$ cat config.mk
export PLATFORM = sky130hd
export DESIGN_NAME = chip8_exec_sched
export DESIGN_NICKNAME = d
export VERILOG_FILES = /design/src/rtl/chip8_pkg.sv /design/src/rtl/rate_divider.sv /design/src/rtl/chip8_exec_sched.sv
export SDC_FILE = /design/constraint.sdc
export NUM_CORES = 1
export LEC_CHECK = 0
export BUFFER_PORTS_ARGS = -buffer_cell sky130_fd_sc_hd__buf_2
export CAP_MARGIN = 10
export CORE_ASPECT_RATIO = 0.8
export CORE_MARGIN = 2
export CORE_UTILIZATION = 45
export DETAILED_ROUTE_END_ITERATION = 16
export PLACE_DENSITY_LB_ADDON = 0.3
export SETUP_SLACK_MARGIN = 0.1
export SYNTH_ARGS = -nofsm -noshare
export SYNTH_HDL_FRONTEND = slang
export SYNTH_SLANG_ARGS = --single-unit
$ cat constraint.sdc
create_clock -name clk_in -period 2.7 [get_ports clk_in]
set_input_delay 0.135 -clock clk_in [delete_from_list [all_inputs] [get_ports clk_in]]
set_output_delay 0.135 -clock clk_in [all_outputs]
set_load 0.1 [all_outputs]
$ cat src/rtl/chip8_pkg.sv
// chip8_pkg: shared scheduler state encoding and timer width for the CHIP-8 core
package chip8_pkg;
  typedef enum logic [1:0] {S_IDLE, S_ISSUE, S_WAIT} sched_state_t;
  localparam int TIMER_W = 8;
endpackage

$ cat src/rtl/rate_divider.sv
// rate_divider: free-running modulo-DIV counter emitting a 1-cycle tick on its last count
module rate_divider #(
  parameter int DIV = 10
) (
  input  logic clk_in,
  input  logic rst_in,
  output logic tick_out
);
  localparam int W = DIV > 1 ? $clog2(DIV) : 1;
  logic [W-1:0] cnt_q, cnt_d;
  assign tick_out = cnt_q == W'(DIV - 1);
  always_comb cnt_d = tick_out ? '0 : cnt_q + 1'b1;
  always_ff @(posedge clk_in) cnt_q <= rst_in ? '0 : cnt_d;
endmodule

$ cat src/rtl/chip8_exec_sched.sv
// chip8_exec_sched: paces CPU execute starts (run/step), owns delay/sound timers, watchdogs hung instructions
module chip8_exec_sched
  import chip8_pkg::*;
#(
  parameter int CLK_HZ   = 100_000_000,
  parameter int IPS      = 700,
  parameter int TIMER_HZ = 60,
  parameter int WDOG_CYC = 4096
) (
  input  logic               clk_in,
  input  logic               rst_in,
  input  logic               run_in,
  input  logic               step_in,
  input  logic               exec_ready_in,
  output logic               exec_start_out,
  input  logic               exec_done_in,
  input  logic               tmr_wr_in,
  input  logic               tmr_sel_in,
  input  logic [TIMER_W-1:0] tmr_data_in,
  output logic [TIMER_W-1:0] delay_out,
  output logic [TIMER_W-1:0] sound_out,
  output logic               beep_out,
  output logic               tick60_out,
  output logic               busy_out,
  output logic               wdog_err_out
);
  localparam int WW = $clog2(WDOG_CYC);
  sched_state_t state_q, state_d;
  logic ips_tick, issue, dec;
  logic ips_pend_q, ips_pend_d, step_pend_q, step_pend_d, err_q, err_d;
  logic [WW-1:0] wdog_q, wdog_d;
  logic [TIMER_W-1:0] delay_q, delay_d, sound_q, sound_d;
  rate_divider #(.DIV(CLK_HZ / IPS)) u_ips (.clk_in(clk_in), .rst_in(rst_in), .tick_out(ips_tick));
  rate_divider #(.DIV(CLK_HZ / TIMER_HZ)) u_t60 (.clk_in(clk_in), .rst_in(rst_in), .tick_out(tick60_out));
  assign issue = state_q == S_IDLE && exec_ready_in && (ips_pend_q || step_pend_q);
  assign dec = tick60_out && run_in;
  always_comb begin
    state_d = state_q;
    wdog_d = '0;
    err_d = err_q;
    case (state_q)
      S_IDLE:  state_d = issue ? S_ISSUE : S_IDLE;
      S_ISSUE: state_d = exec_done_in ? S_IDLE : S_WAIT;
      S_WAIT: begin
        if (exec_done_in) state_d = S_IDLE;
        else if (wdog_q == WW'(WDOG_CYC - 1)) begin
          err_d = 1'b1;
          state_d = S_IDLE;
        end else wdog_d = wdog_q + 1'b1;
      end
      default: state_d = S_IDLE;
    endcase
  end
  // A new event arriving on the consuming cycle is kept, so it is issued next time round.
  assign ips_pend_d = run_in && ((ips_pend_q && !issue) || ips_tick);
  assign step_pend_d = !run_in && ((step_pend_q && !issue) || step_in);
  assign delay_d = (tmr_wr_in && !tmr_sel_in) ? tmr_data_in
                 : (dec && delay_q != '0) ? delay_q - 1'b1 : delay_q;
  assign sound_d = (tmr_wr_in && tmr_sel_in) ? tmr_data_in
                 : (dec && sound_q != '0) ? sound_q - 1'b1 : sound_q;
  always_ff @(posedge clk_in) begin
    if (rst_in) begin
      state_q <= S_IDLE;
      ips_pend_q <= 1'b0;
      step_pend_q <= 1'b0;
      err_q <= 1'b0;
      wdog_q <= '0;
      delay_q <= '0;
      sound_q <= '0;
    end else begin
      state_q <= state_d;
      ips_pend_q <= ips_pend_d;
      step_pend_q <= step_pend_d;
      err_q <= err_d;
      wdog_q <= wdog_d;
      delay_q <= delay_d;
      sound_q <= sound_d;
    end
  end
  assign exec_start_out = state_q == S_ISSUE;
  assign busy_out = state_q != S_IDLE;
  assign delay_out = delay_q;
  assign sound_out = sound_q;
  assign beep_out = sound_q != '0;
  assign wdog_err_out = err_q;
endmodule

==> Yosys cells after proc, flatten, opt, wreduce, memory -nomap -nowiden <==
Index checks and enable logic that the tools add are counted.
{ "totals": {"regBits": 72, "output_inout_bits": 21, "wordCells": 58} }
{ "classes": {"addsub": 5, "n_eq_ne": 6, "n_mux": 9, "n_bitwise": 2, "reduce_logical": 27} }
{ "ops": {"columns": ["operator", "count"], "rows": [
  ["8-bit 2-to-1 mux", 4],
  ["21-bit by 1-bit adder with 21-bit output, second input constant", 1],
  ["21-bit == test, second input constant", 1],
  ["18-bit by 1-bit adder with 18-bit output, second input constant", 1],
  ["18-bit == test, second input constant", 1],
  ["8-bit nonzero test", 2],
  ["8-bit by 1-bit subtractor with 8-bit output, second input constant", 2],
  ["12-bit by 1-bit adder with 12-bit output, second input constant", 1],
  ["12-bit == test, second input constant", 1],
  ["1-bit logical AND", 11],
  ["2-bit 2-to-1 mux", 3],
  ["2-bit case mux with 3 select lines", 1],
  ["2-bit nonzero test", 3],
  ["2-bit OR reduction", 2],
  ["4-bit OR reduction", 1],
  ["1-bit zero test", 3],
  ["1-bit logical OR", 3],
  ["3-bit != test, second input constant", 1],
  ["3-bit AND reduction", 1],
  ["2-bit by 1-bit == test with 1-bit output, second input constant", 1],
  ["2-bit == test, second input constant", 1],
  ["2-bit zero test", 1],
  ["1-bit inverter", 2],
  ["1-bit 2-to-1 mux", 1]
]} }

==> Logic depth before layout (Yosys ltp) <==
Gate-level depths: netlist (run 1).
{ "depth": {"ltp_word": 7, "depth_mapped": 9, "mapped_depth_nobuf": 7} }

==> Modules after synthesis <==
Synthesis (run 1) repeated with hierarchy kept, for this count alone.
{ "unflattened": {"cells_unflattened": 413, "area_unflattened_um2": 3623.5} }
{ "by_module_without_submodules": {"columns": ["mod", "n_inst", "cells_per_inst", "area_each_um2"], "rows": [
  ["chip8_exec_sched", 1, 202, 1722.9],
  ["rate_divider (u_t60)", 1, 115, 1026.0],
  ["rate_divider (u_ips)", 1, 96, 874.6]
]} }

==> Worst setup path before layout (run 1) <==
Ideal clock, no wire load.
{ "synth_path": {"kind": "flip-flop to flip-flop", "from": "register u_t60.cnt_q[15]", "to": "register u_t60.cnt_q[11]", "setup_ns": 0.128, "arrival_time_ns": 2.812, "required_ns": 2.572, "slack_ns": -0.239, "stages_incl_launch_ff": 7, "path_buffers": 1, "path_cell_list": "dfxtp_1 > nor4b_1 > nand4_1 > nor2_1 > or2_2 > clkbuf_1 > nor2_1"} }
{ "synth_via": {"elab_chain_len": 2} }
{ "synth_lines": {"columns": ["element", "line_no", "source"], "rows": [
  ["from (decl)", "rate_divider.sv:10", "logic [W-1:0] cnt_q, cnt_d;"],
  ["from (signal assigned)", "rate_divider.sv:13", "always_ff @(posedge clk_in) cnt_q <= rst_in ? '0 : cnt_d;"],
  ["21-bit == test", "rate_divider.sv:11", "assign tick_out = cnt_q == W'(DIV - 1);"],
  ["named net tick60_out", "chip8_exec_sched.sv:23", "output logic tick60_out,"],
  ["2-bit OR reduction (no source line)", null, null]
]} }
The timed path passes the listed nets, and every way through them passes these cells.
A chain may end at the register's enable or synchronous reset.

==> Final worst setup path (run 1) <==
{ "layout_path": {"from": "register sound_q[3], in the netlist sound_out[3]", "to": "register sound_q[7], in the netlist sound_out[7]"} }
{ "layout_via": {"elab_chain_len": 3, "elab_cells_between_ends": 6, "classes_between": "1 x add/sub; 2 x mux; 3 x reduce/logical"} }
{ "layout_lines": {"columns": ["element", "line_no", "source"], "rows": [
  ["from (decl)", "chip8_exec_sched.sv:32", "logic [TIMER_W-1:0] delay_q, delay_d, sound_q, sound_d;"],
  ["from (signal assigned)", "chip8_exec_sched.sv:77", "sound_q <= sound_d;"],
  ["8-bit by 1-bit subtractor with 8-bit output / 8-bit nonzero test (equally long branches)", "chip8_exec_sched.sv:60", ": (dec && sound_q != '0) ? sound_q - 1'b1 : sound_q;"],
  ["8-bit 2-to-1 mux / 1-bit logical AND (equally long branches)", "chip8_exec_sched.sv:60", null],
  ["8-bit 2-to-1 mux / 2-bit nonzero test (equally long branches)", null, null]
]} }
Several ways; a longest one is shown, not always the timed one. The select of a mux whose other input is x is not followed.

==> results of run 1 <==
[layout by cell type (no fill, tap or decap), types with 7 or more instances in the layout]
cell	n
and3_1	12
buf_2	36
clkbuf_8	11
dfxtp_1	72
ha_1	9
inv_1	18
nand2_1	24
nand3_1	20
nand4_1	9
nor2_1	80
nor3_1	19
or3_1	8
or4_1	7
xnor2_1	25
xor2_1	23
[final cells by class]
type / instances / share of cell area (%)
well taps: 105 / 3.29
clock buffers: 11 / 3.79
inverters: 18 / 1.69
multi-input cells: 307 / 47.8
clock inverters: 5 / 2.57
flip-flops and latches: 72 / 36.1
repair buffers: 37 / 4.76
[logic make-up after synthesis]
| kind of cell | count (synthesis) |
|---|---|
| AOI/OAI and AO/OA | 34 |
| xor gates and xnor gates | 48 |
| adders and majority gates | 9 |
| buffers and inverters | 31 |
| DFF | 72 |
| muxes | 1 |
| and+or+nand+nor | 215 |
[per-stage QoR]
step | hold slack [ns] | worst slack [ns] | utilization [%] | instances
CTS | 0.0381 | 0.499 | 53.7 | 555
global placement | 0.352 | 0.548 | 50.2 | 538
global route | 0.0642 | 0.238 | 53.7 | 555
finish | 0.0493 | 0.493 | 53.7 | 555
floorplan | 0.237 | 0.142 | - | 410
detailed placement | 0.372 | 0.522 | 50.2 | 538
[worst paths after layout]
kind,depth (start not counted),to,from
worst min register to register,1,wdog_q[0]$_SDFF_PP0_,wdog_q[0]$_SDFF_PP0_
worst max register to register,5,sound_out[7]$_SDFFE_PP0P_,sound_out[3]$_SDFFE_PP0P_
worst min-delay path,3,state_q[0]$_SDFFE_PP0P_,exec_ready_in
worst max-delay path,5,sound_out[7]$_SDFFE_PP0P_,sound_out[3]$_SDFFE_PP0P_
[flip-flops by register name, summed over array words and instances, names as in the netlist]
name and count:
sound_out 8, u_ips.cnt_q 18, delay_out 8, u_t60.cnt_q 21, wdog_err_out 1, wdog_q 12
state_q 2, step_pend_q 1, ips_pend_q 1
[layer usage]
layer / global-route usage [%] / part of all wire, % / vias up / routed length (um)
met1: 24.3 / 49 / 1371 / 3570
met2: 30.7 / 45 / 60 / 3320
met5: 0 / 0 / - / 0
met4: 6.00 / 1.1 / 0 / 80
met3: 5.47 / 4.7 / 8 / 342
li1: - / - / 1503 / -
[report_power, final]
part,switching (uW),leakage [uW],internal [uW]
Combinational,229,0.000810,77.9
Clock,403,0.000126,663
Sequential,31.8,0.000584,1090
Total,663,0.00152,1830
[worst max-delay path: stages, from the launching register on]
cell	delay, ns
dfxtp_1	0.35
or4_4	0.56
or4b_4	0.55
nand4_2	0.19
nor3_1	0.08
or3_1	0.36
==> summary by stage, run 1 <==
Synthesis
Yosys printed 0 warnings. The fraction of the mapped netlist area in adder cells is 3.25%. The synthesized netlist devotes 32.1% of its cell area to simple gates. The dominant combinational cell family by area after synthesis is simple AND/OR/NAND/NOR gates. Counting every instance in the synthesized netlist gives 410. By area the synthesized netlist is led by dfxtp_1 (42%), nor2_1 (8.8%), xnor2_1 (6.3%). The synthesized netlist occupies a cell area of 3460 sq um. The xor and xnor area share after synthesis is 12.1%. The sequential share of the synthesized area is 41.6%. In the synthesized netlist the async set-or-reset flop fraction comes to 0%.

The number of nets handed over by synthesis was 435. The synthesized area per cell is 8.45 sq um. The number of synthesized register bits is 72. The number of distinct library cell variants in the gate-level netlist after synthesis is 49. The most frequent cell after synthesis is nor2_1. The largest total area in the synthesized netlist belongs to dfxtp_1. The compound-gate portion of the synthesized area is 7.19%.

The share of the synthesized area in the top cell type is 41.6%. The leading register cell type out of synthesis is dfxtp_1. The share of cell area taken by muxes after synthesis is 0.289%. In this run, synthesis inferred 0 flip-flops with an integrated enable. By count the netlist is led by nor2_1 (81), dfxtp_1 (72), xnor2_1 (25), nand2_1 (24), xor2_1 (23).

STA
The relative slew slack is 46.7%. The final critical delay including setup and external delays is 2.21 ns. The final cycle utilization of the critical path is 81.8%.

Setup total negative slack on the finished layout was measured at 0 ns. Setup violations remaining at the end of the flow were counted as 0. The pin slew with the least headroom to its limit is 0.792 ns. Static timing analysis puts the maximum clock frequency at 0.453 GHz. Setup repair after global routing left no endpoint under its margin. The hold violation count in the final report is 0.

The number of max-slew violations in the final report came to 0. Clock skew on the completed layout was measured at 0.0119 ns.

Clocking
The post-cts sizing count is 0. The number of clock buffers added by TritonCTS is 9. The depth of the CTS H-tree is 3. The number of buffers added to fix hold violations after cts is 1. TritonCTS built the clock tree.

The clock sink count is 72. The root buffer cell is clkbuf_8. The number of buffers inserted to repair setup after CTS is 0.

The clock tree buffer depth is 2. Clock-pin slew was measured on the worst setup and hold paths at 0.08 ns. At the later pin of the worst-skew pair, clock insertion delay measures 0.35 ns.

Global route
The total routing usage reported by global routing is 18.8%. The remaining global-route overflow is 0. The first global-routing pass estimated 12.5 mm of wire. The maximum number of pins on one net before global-route repair is 27. The number of global-route vias before repair was 2802. The number of antenna violations at the first check in global routing is 0.

Setup path
The worst setup path is launched from a flop. For the worst setup path, the data arrival time is 2.44 ns. Data on the critical path is required at its endpoint by 2.93 ns.

The reg-to-reg setup timing slack is 0.49 ns. The worst setup path is captured at a flop. The critical path is of the flop to flop type. In this run the worst path has a maximum fanout of 9.

Placement
Summing all placed instances gives a cell area of 3730 sq um. The post-detailed-placement half-perimeter wirelength is 5.14 mm. Input and output buffers added on the ports amount to 36.

Routability-driven placement finished with a final weighted congestion of 0.856.

Floorplan
In this run the vertical extent of the chip is 82.5 um. The initial utilization of the core area, before any placement, comes to 46.6%. The die is 102 um wide.

The die area is 8420 sq um. The number of ports placed on the die boundary is 37. The core footprint is 7430 sq um.

The floorplan has 28 rows.

Pwr
The areal power density over the cells is 624 nW/um^2. Summing internal, switching and leakage power gives 2490 uW. Across the VDD grid, the largest voltage drop is 0.298 mV. The analysis attributes to cell leakage a power of 0.00152 uW.

Layout
From synthesis to final layout, the design area changed by 15.2%. With fillers left out, the area of the finished cells amounts to 3990 sq um. The number of antenna diodes in the final layout is 0. The combined flip-flop and latch cell area is 1440 sq um. The multi-input combinational cells in the finished layout cover a total of 1910 sq um.

The final net count is 470. The fill cell instance count of the final layout is 702. Cells with a size suffix above 1 make up 14.0% of the layout.

Drt
For this block, the routed nets add up to 7.32 mm of wire. The count of nets left with antenna violations once routing finished came out at 0. In this run, the number of DRC markers left after iteration 0 of detailed routing was 129. After detailed routing, the number of vias per cell comes to 5.30. In the final routed layout, each cell accounts on average for 13.2 um. The first TritonRoute pass finished after 4 iterations.

The final route contains 2942 vias. For this run, design rule violations remaining after detail routing come to 0.

Job
The max-capacitance violation count is 0.

Run status
The run finished with clean final reports.

Hold path
The path class of the tightest hold or removal check is input pin to flop.
(Power assumes the default switching activity.)
==> run 2, diff against run 1 <==
ABC_AREA = 1   (was not set)
clock period = 2.1 ns   (was 2.7 ns; I/O delays follow)
==> run 2 against run 1 <==
First-iteration DRC count down 12%. Highest routed layer unchanged. Synthesized cell count up 33%. Clock skew down 0.0016 ns. Cell area up 8.5%. Power up 17%.
==> summary by stage, run 2 <==
Run status
Status: finished clean (unchanged).

Setup path
The signal arrival time at the worst endpoint was 1.77 ns (was 2.44 ns). The startpoint type of the worst setup path was a flop (unchanged). The buffers plus inverters on the worst setup path is 2 (was 0). The capturing element type of the critical path is a primary output (was flop). The data required time of the critical path is 2.00 ns (was 2.93 ns). The highest net fanout along the worst path is 4 (was 9). By instance count, the cell type seen most on the critical path is nand2_1.

The slowest cell on the critical path was dfxtp_1 (was or4_4). The reg-to-reg setup timing slack is 0.36 ns (was 0.49 ns). Ordered list of cells on the worst path: ha_1 > nand2_1 > inv_1 > nand2_1 > nor4_4 > buf_4 (was or4_4 > or4b_4 > nand4_2 > nor3_1 > or3_1). The critical path's largest stage delay is 0.38 ns (was 0.56 ns). The critical path's top delay family is simple AND/OR/NAND/NOR gates (unchanged). The start-to-end type of the worst setup path is flop to primary output (was flop to flop).

Synthesis
The fraction of the mapped netlist area in adder cells came to 2.94% (was 3.25%). Top cells by instance count after synthesis: nand2_1 (115), nor2_1 (78), inv_1 (75), dfxtp_1 (72), nand3_1 (45) (was nor2_1 (81), dfxtp_1 (72), xnor2_1 (25), nand2_1 (24), xor2_1 (23)). The number of flops mapped to enable cells by yosys is 0 (unchanged). The synthesized area per cell is 7.01 sq um (was 8.45 sq um). The compound-gate portion of the synthesized area is 8.35% (was 7.19%).

The leading register cell type out of synthesis is dfxtp_1 (unchanged). The xor and xnor area share after synthesis is 5.48% (was 12.1%). The dominant combinational cell family by area after synthesis is simple AND/OR/NAND/NOR gates (unchanged). Cells taking the most area after synthesis: dfxtp_1 (38%), nand2_1 (11%), nor2_1 (7.6%) (was dfxtp_1 (42%), nor2_1 (8.8%), xnor2_1 (6.3%)). The synthesized-area fraction occupied by and/or/nand/nor cells came to 37.1% (was 32.1%).

The count of warnings emitted by yosys was 0 (unchanged). The library cell with the largest summed area after synthesis is dfxtp_1 (unchanged). The share of the synthesized area in the top cell type is 37.6% (was 41.6%). The most frequent cell after synthesis is nand2_1 (was nor2_1). The cell area after synthesis was 3830 sq um (was 3460 sq um). The post-synth net total was 572 (was 435).

The share of async-settable or async-resettable flops after synthesis is 0% (unchanged). The instance count of the mapped netlist is 547 (was 410). The number of distinct library cell variants in the gate-level netlist after synthesis came to 38 (was 49). The share of cell area taken by muxes after synthesis is 0% (was 0.289%).

The sequential share of the synthesized area came to 37.6% (was 41.6%). The number of synthesized register bits was 72 (unchanged).

Floorplan
The die boundary width was 107 um (was 102 um). The core footprint was 8370 sq um (was 7430 sq um). The die area is 9280 sq um (was 8420 sq um).

The number of ports placed on the die boundary is 37 (unchanged). The height of the die is 86.6 um (was 82.5 um). The number of cell rows is 30 (was 28). The effective utilization at floorplan is 45.8% (was 46.6%).

Layout
The register name with the most flops is u_t60.cnt_q (unchanged). The post-layout instance area is 4330 sq um (was 3990 sq um). The area growth from synthesis to layout is 12.9% (was 15.2%).

The flip-flop count of the largest register, all copies and words added is 21 (unchanged). The leading cell type in the layout, fill and taps excluded is nand2_1 (was nor2_1). Most frequent cells in the layout: nand2_1 (115), nor2_1 (78), inv_1 (75) (was nor2_1 (80), dfxtp_1 (72), buf_2 (36)). Registers with the highest flip-flop counts: u_t60.cnt_q: 21 flops, u_ips.cnt_q: 18 flops, wdog_q: 12 flops (unchanged).

The combined flip-flop and latch cell area was 1450 sq um (was 1440 sq um). The fill cell instance count of the final layout was 837 (was 702). The final net count is 615 (was 470). The ratio of cells with drive above 1 in the final layout is 15.1% (was 14.0%). The area of the multi-input gates is 2090 sq um (was 1910 sq um). The diode insertion count for antenna repair is 0 (unchanged).

Global route
The number of antenna violations at the first check in global routing is 0 (unchanged). The global-route wire length before repair came to 13.7 mm (was 12.5 mm). The total routing usage reported by global routing is 18.4% (was 18.8%). The number of global-route vias before repair came to 3096 (was 2802). The maximum number of pins on one net before global-route repair came to 18 (was 27). The remaining global-route overflow is 0 (unchanged).

Drt
The number of vias after detailed routing is 3408 (was 2942). The first-pass iteration count of the detailed router is 4 (unchanged). The violation count after the first detailed-route iteration is 113 (was 129).

The DRC violations left came to 0 (unchanged). The count of antenna-violating nets left after detailed routing is 0 (unchanged). The sum of routed wire length over all layers is 7.90 mm (was 7.32 mm). The final routed wire length divided by cell count is 11.2 um (was 13.2 um). The average via count per standard cell came to 4.82 (was 5.30).

Placement
The post-detailed-placement half-perimeter wirelength came to 5.99 mm (was 5.14 mm). The port buffer count came to 36 (unchanged). The area after detailed placement came to 4160 sq um (was 3730 sq um).

The worst slack at placement is 0.357 ns (was 0.522 ns). The weighted congestion reported at the end of routability-driven placement was 0.878 (was 0.856).

Pwr
The areal power density over the cells is 670 nW/um^2 (was 624 nW/um^2). The share of power burned in registers came to 49.4% (was 44.9%). The design internal power is 1960 uW (was 1830 uW). The peak supply drop came to 0.493 mV (was 0.298 mV).

The leakage power is 0.00183 uW (was 0.00152 uW). The total power was 2900 uW (was 2490 uW). The net switching share of the total power came to 32.5% (was 26.6%). The fraction of power consumed by combinational cells was 18.2% (was 12.3%). The part of the total power dissipated in the clock network was 32.4% (was 42.8%). The net switching component of the power came to 944 uW (was 663 uW).

STA
The setup-violating endpoint count in the final report is 0 (unchanged). The setup TNS after final layout came to 0 ns (unchanged). The number of max-slew violations in the final report is 0 (unchanged). Derived from the worst setup path, the maximum achievable clock frequency is 0.534 GHz. The final setup skew was 0.0103 ns (was 0.0119 ns). The worst path setup slack after routing is 0.228 ns (was 0.493 ns). The final hold slack came to 0.0118 ns (was 0.0493 ns).

The final critical delay including setup and external delays is 1.87 ns. The hold violation count in the final report was 0 (unchanged). In the finished design, the share of the clock period the worst path needs comes to 89.1%.

Setup repair after global routing missed its margin: no (unchanged). The pin slew with the least headroom to its limit was 0.562 ns (was 0.792 ns). The relative slew slack came to 62.4% (was 46.7%).

Clocking
The root buffer cell was clkbuf_8 (unchanged). The clock tree from TritonCTS is done (unchanged). The number of clock buffers inserted by TritonCTS came to 9 (unchanged). The insertion delay of the later-clocked pin in the worst-skew pair came to 0.35 ns (about the same). The clock sink count came to 72 (unchanged). The number of buffers inserted to repair setup after CTS is 0 (unchanged). The clock-pin slew on the worst setup and hold paths was 0.08 ns (about the same).

The clock tree buffer depth is 2 (unchanged). The depth of the CTS H-tree is 3 (unchanged).

Job
The max-capacitance violation count is 0 (unchanged).

Hold path
The class of the most critical hold timing path is input pin to flop (unchanged).
## run 2: cell count changes in the layout (fill, tap and decap cells not counted), sizes merged, moves of 6 or more
| cell | before | now |
|---|---|---|
| a21oi | 6 | 33 |
| a311oi | 6 | 0 |
| and3 | 12 | 1 |
| inv | 18 | 75 |
| nand2 | 24 | 121 |
| nand3 | 20 | 47 |
| nor2 | 81 | 89 |
| o21ai | 5 | 22 |
| or3 | 8 | 0 |
| or4 | 8 | 0 |
| xnor2 | 25 | 6 |
## run 2: final cells by class
cell class,count,area share (%)
sequential,72,33.4
multi-input combinational,392,48.2
timing repair buffer,39,4.74
tap,112,3.24
inverter,76,6.59
clock inverter,5,0.780
clock buffer,11,3.03
## run 2: metal layers
| metal | vias up | wire length, um | global-route usage, % |
|---|---|---|---|
| li1 | 1828 | - | - |
| met1 | 1530 | 4080 | 24.9 |
| met2 | 43 | 3460 | 28.0 |
| met3 | 7 | 249 | 4.81 |
| met4 | 0 | 108 | 7.08 |
| met5 | - | 0 | 0 |
## run 2: kinds of logic after synthesis
logic type | Yosys count
adder cells (fa/ha/maj) | 9
buffers and inverters | 83
AND/OR/NAND/NOR | 299
XOR/XNOR | 24
flip-flops | 72
AO/OA/AOI/OAI | 60
## run 2: final timing paths
check,start,end,cells after the start
hold / removal,step_in,step_pend_q$_SDFF_PP0_,3
setup / recovery,u_t60.cnt_q[0]$_SDFF_PP0_,tick60_out,6
setup reg to reg,wdog_q[0]$_SDFF_PP0_,wdog_q[10]$_SDFF_PP0_,6
hold reg to reg,wdog_q[0]$_SDFF_PP0_,wdog_q[0]$_SDFF_PP0_,1
## run 2: per-stage QoR
step / util, % / std cells
after floorplan: - / 547
after global placement: 49.7 / 691
after detailed placement: 49.7 / 691
after CTS: 51.7 / 707
after global routing: 51.7 / 707
final: 51.7 / 707
## run 2: power groups by stage
stage | Clock, uW | Sequential (uW) | Combinational, uW
floorplan | 0 | 1610 | 278
global placement | 0 | 1460 | 522
detailed placement | 0 | 1470 | 530
CTS | 977 | 1430 | 532
global route | 1020 | 1440 | 583
finish | 939 | 1430 | 529
## run 2: repair_timing
action,4_1_cts,5_1_grt
setup endpoints to repair,1,0
hold buffers,0,0
gates resized for setup,1,0
## run 2: tightest hold or removal path, cell delays in order
cell	delay (ns)
buf_2	0.08
a21oi_1	0.03
nor3_1	0.10
